File: src/rtl/booth_multiplier_nbit.sv
// booth_multiplier_nbit: sequential radix-2 Booth multiplier producing a 2N-bit signed product.
// One Booth iteration per clock with a start/done handshake.
module booth_multiplier_nbit #(
    parameter int N = 8
) (
    input  logic           clk,
    input  logic           rst,
    input  logic           start,
    input  logic [N-1:0]   multiplicand,
    input  logic [N-1:0]   multiplier,
    output logic           busy,
    output logic           done,
    output logic [2*N-1:0] product
);
    localparam int CW = $clog2(N + 1);

    typedef enum logic [1:0] {S_IDLE, S_RUN, S_DONE} state_t;

    state_t       state, state_next;
    logic [N:0]   a, m, sum;
    logic [N-1:0] q;
    logic         q_1;
    logic [CW-1:0] count;

    always_ff @(posedge clk or posedge rst) begin
        if (rst) state <= S_IDLE;
        else     state <= state_next;
    end

    always_comb begin
        state_next = state;
        case (state)
            S_IDLE:  state_next = start ? S_RUN : S_IDLE;
            S_RUN:   state_next = (count == CW'(1)) ? S_DONE : S_RUN;
            S_DONE:  state_next = S_IDLE;
            default: state_next = S_IDLE;
        endcase
    end

    always_comb begin
        busy = (state != S_IDLE);
    end

    // A is one bit wider than the operands so the most-negative M cannot overflow
    always_comb begin
        sum = (q[0] & ~q_1) ? a - m : (~q[0] & q_1) ? a + m : a;
    end

    always_ff @(posedge clk or posedge rst) begin
        if (rst) begin
            a       <= '0;
            m       <= '0;
            q       <= '0;
            q_1     <= 1'b0;
            count   <= '0;
            done    <= 1'b0;
            product <= '0;
        end else begin
            done <= (state == S_DONE);
            if (state == S_IDLE && start) begin
                a     <= '0;
                m     <= {multiplicand[N-1], multiplicand};
                q     <= multiplier;
                q_1   <= 1'b0;
                count <= CW'(N);
            end else if (state == S_RUN) begin
                a     <= {sum[N], sum[N:1]};
                q     <= {sum[0], q[N-1:1]};
                q_1   <= q[0];
                count <= count - CW'(1);
            end
            if (state == S_DONE) product <= {a[N-1:0], q};
        end
    end
endmodule

File: config.mk
export PLATFORM = sky130hd
export DESIGN_NAME = booth_multiplier_nbit
export DESIGN_NICKNAME = d
export VERILOG_FILES = /design/src/rtl/booth_multiplier_nbit.sv
export SDC_FILE = /design/constraint.sdc
export NUM_CORES = 1
export LEC_CHECK = 0
export ABC_CLOCK_PERIOD_IN_PS = 2150
export CAP_MARGIN = 20
export CORE_UTILIZATION = 45
export DETAILED_ROUTE_END_ITERATION = 8
export PLACE_DENSITY = 0.77
export REMOVE_ABC_BUFFERS = 1
export SLEW_MARGIN = 40
export SYNTH_ARGS = -nofsm -noshare
export SYNTH_HDL_FRONTEND = slang
export SYNTH_SLANG_ARGS = --single-unit
File: constraint.sdc
create_clock -name clk -period 2.15 [get_ports clk]
set_input_delay 0.645 -clock clk [delete_from_list [all_inputs] [get_ports clk]]
set_output_delay 0.645 -clock clk [all_outputs]
set_load 0.005 [all_outputs]
==> flow_summary.json <==
{
  "gp_congestion": 0.8633,
  "synthArstFlopShare_pct": 100.0,
  "grt.met2_usage_pct": 36.69,
  "io_buffers": 36,
  "hold_buffers": 0,
  "die_h_um": 81.83,
  "setup-tns-final_ps": 0,
  "cts-root-buf": "clkbuf_8",
  "area_growth_syn_to_layout_pct": 20.94,
  "grt_util_met3_pct": 4.000,
  "clock_sinks": 48,
  "numCtsBuffers": 5,
  "synth_cells": 293,
  "finalCritPeriodShare_pct": 97.33,
  "yosys-top-cells-area": "dfrtp_1 (42%), ha_1 (8.7%), mux2_2 (6.7%), nand2_1 (5.1%), o21ai_0 (4.7%)",
  "wl_per_cell_um": 15.66,
  "clock_latency_ps": 300,
  "grt_pass1_wl_mm": 10.62,
  "synth_warnings": 0,
  "routed_wl_mm": 6.419,
  "endpoint": "busy",
  "power_density_nw_per_um2": 1500,
  "place_inst": 402,
  "clkTransAtPathRegs_ps": 90,
  "via_per_inst": 5.620,
  "power_leakage_uw": 0.001548,
  "drive_above_1_share_pct": 15.22,
  "r2r_cells": 9,
  "grt_start_max_net_pins": 49,
  "core_area_sq_um": 6026,
  "dieArea_sq_um": 6696,
  "power.total_uw": 5202,
  "place_ws_ps": 99.84,
  "netlist_area_sq_um": 2868,
  "drv_cap": 0,
  "hpwl_mm": 4.521,
  "synth_top_area_cell": "dfrtp_1",
  "post_cts_buffers": 0,
  "path_max_fanout": 7,
  "cts_max_level": 2,
  "synth_edf_count": 0,
  "hold_viol": 0,
  "worst_pin_slew_ps": 475.2,
  "worstSetupPathType": "flip-flop to primary output",
  "top_usage_layer": "met2",
  "r2r-end": "a[5]$_DFFE_PP0P_",
  "min_path_type": "flip-flop to flip-flop",
  "drc_errors": 0,
  "r2r_slack_ps": 80,
  "fmax_mhz": 477.9,
  "grt_use_met1_pct": 26.00,
  "stdcell_count": 410,
  "setup_ws_ps": 57.49,
  "vdd_drop_max_mv": 0.9699,
  "status": "completed",
  "cp.required_ps": 1500,
  "die_w_um": 81.83,
  "period_minus_slack_ps": 2093,
  "synth_seq_area_share_pct": 41.88,
  "antenna_found_initial": 0,
  "synthFlopType": "dfrtp_1",
  "clockBufferDepth": 2,
  "track_usage_pct": 20.76,
  "grt_overflow": 0,
  "dr.pass1.iters": 4,
  "syn_area_per_cell_sq_um": 9.788,
  "ys_ff_latch": 48,
  "start_util_pct": 47.59,
  "timing.slew.headroom_pct": 68.25,
  "synth_top_area_share_pct": 41.88,
  "critPathLaunch": "state[0]$_DFF_PP0_",
  "cts_resized": 0,
  "grt_pass1_vias": 2273,
  "slew_viol_final": 0,
  "synthDistinctLibCells": 58,
  "setup_viol": 0,
  "ant_nets": 0,
  "nets": 375,
  "dr.first_iter.drc_count": 155,
  "rows": 28,
  "start_kind": "flip-flop",
  "crit_arrival_ps": 1450,
  "worstReg2RegStart": "a[0]$_DFFE_PP0P_",
  "tritoncts": "yes",
  "io_pins": 37,
  "rsz0062_at_grt": "true",
  "vias": 2304,
  "fin_util_pct": 57.56,
  "fin_skew_ps": 8.977,
  "end_kind": "primary output",
  "antenna_cells": 0
}
## critical path: stages (launching register included)
cell	delay (ps)
dfrtp_1	470
nor2_1	180
inv_1	50
clkdlybuf4s50_1	450
## metal layers
layer / vias up / part of all wire (%)
met5: - / 0
met4: 0 / 0.86
met1: 1150 / 47
met2: 44 / 49
met3: 6 / 3.1
li1: 1104 / -
## cell type report
type | count | area [sq um]
fillers | 527 | 2557
multi-input cells | 208 | 1503
flip-flops and latches | 48 | 1201
repair buffers | 51 | 498.0
well taps | 75 | 93.84
clock buffers | 6 | 82.58
inverters | 20 | 75.07
clock inverters | 2 | 15.01
## cell families after synthesis
group	after synthesis	synth area share [%]
flops	48	41.88
xor+xnor	8	2.443
buf+inv	37	5.803
simple gates	88	15.97
compound gates	72	16.75
mux	18	7.024
fa+ha+maj	22	10.12
## cell usage after synthesis, types with 3 or more instances
master     n
a211oi_1   3
a21o_1     4
a21oi_1    6
a22oi_1    7
a31oi_1    6
and2_1     3
buf_2      7
clkbuf_1   7
dfrtp_1   48
ha_1      20
inv_1     20
mux2_2    17
nand2_1   39
nand3_1    6
nor2_1    11
nor2b_1    4
nor3_1     3
nor3b_1    3
o21ai_0   27
xnor2_1    6
## flip-flops by register name (all words and copies together), names as in the netlist
name / flops
q_1: 1
q: 8
state: 2
m: 8
product: 16
count: 4
a: 8
done: 1
## power breakdown
part	switching, uW	total, uW	internal (uW)
registers	290	1560	1270
clock network	321	582	261
logic	1600	3060	1460
## how the worst min path moves through the flow
stage	end	slack, ps	startpoint	cells after the start
after CTS	q[1]$_DFFE_PP0P_	520	q[1]$_DFFE_PP0P_	2
after detailed placement	q[4]$_DFFE_PP0P_	490	q[4]$_DFFE_PP0P_	2
after global routing	product[7]$_DFFE_PP0P_	540	product[7]$_DFFE_PP0P_	1
final	product[5]$_DFFE_PP0P_	520	product[5]$_DFFE_PP0P_	1
after global placement	q[5]$_DFFE_PP0P_	480	q[5]$_DFFE_PP0P_	2
after floorplan	q[1]$_DFFE_PP0P_	460	q[1]$_DFFE_PP0P_	2
## cell usage in the layout, fill, tap and decap left out, types with 3 or more instances in the layout
cell / n
dfrtp_1: 48
nand2_1: 39
clkdlybuf4s50_1: 36
o21ai_0: 27
inv_1: 19
ha_1: 19
mux2_2: 17
buf_4: 13
nor2_1: 11
a22oi_1: 7
a21oi_1: 6
nand3_1: 6
xnor2_1: 6
a31oi_1: 6
clkbuf_8: 6
nor2b_1: 4
a21o_1: 4
and2_1: 3
nor3_1: 3
nor3b_1: 3
a211oi_1: 3
## per-stage QoR
stage               hold WS (ps)  instance area, sq um
floorplan                  463.3                  2776
global placement           484.8                  3368
detailed placement         489.5                  3368
CTS                        517.7                  3466
global route               535.6                  3468
finish                     515.0                  3468
Power figures use the tool's default switching activity.
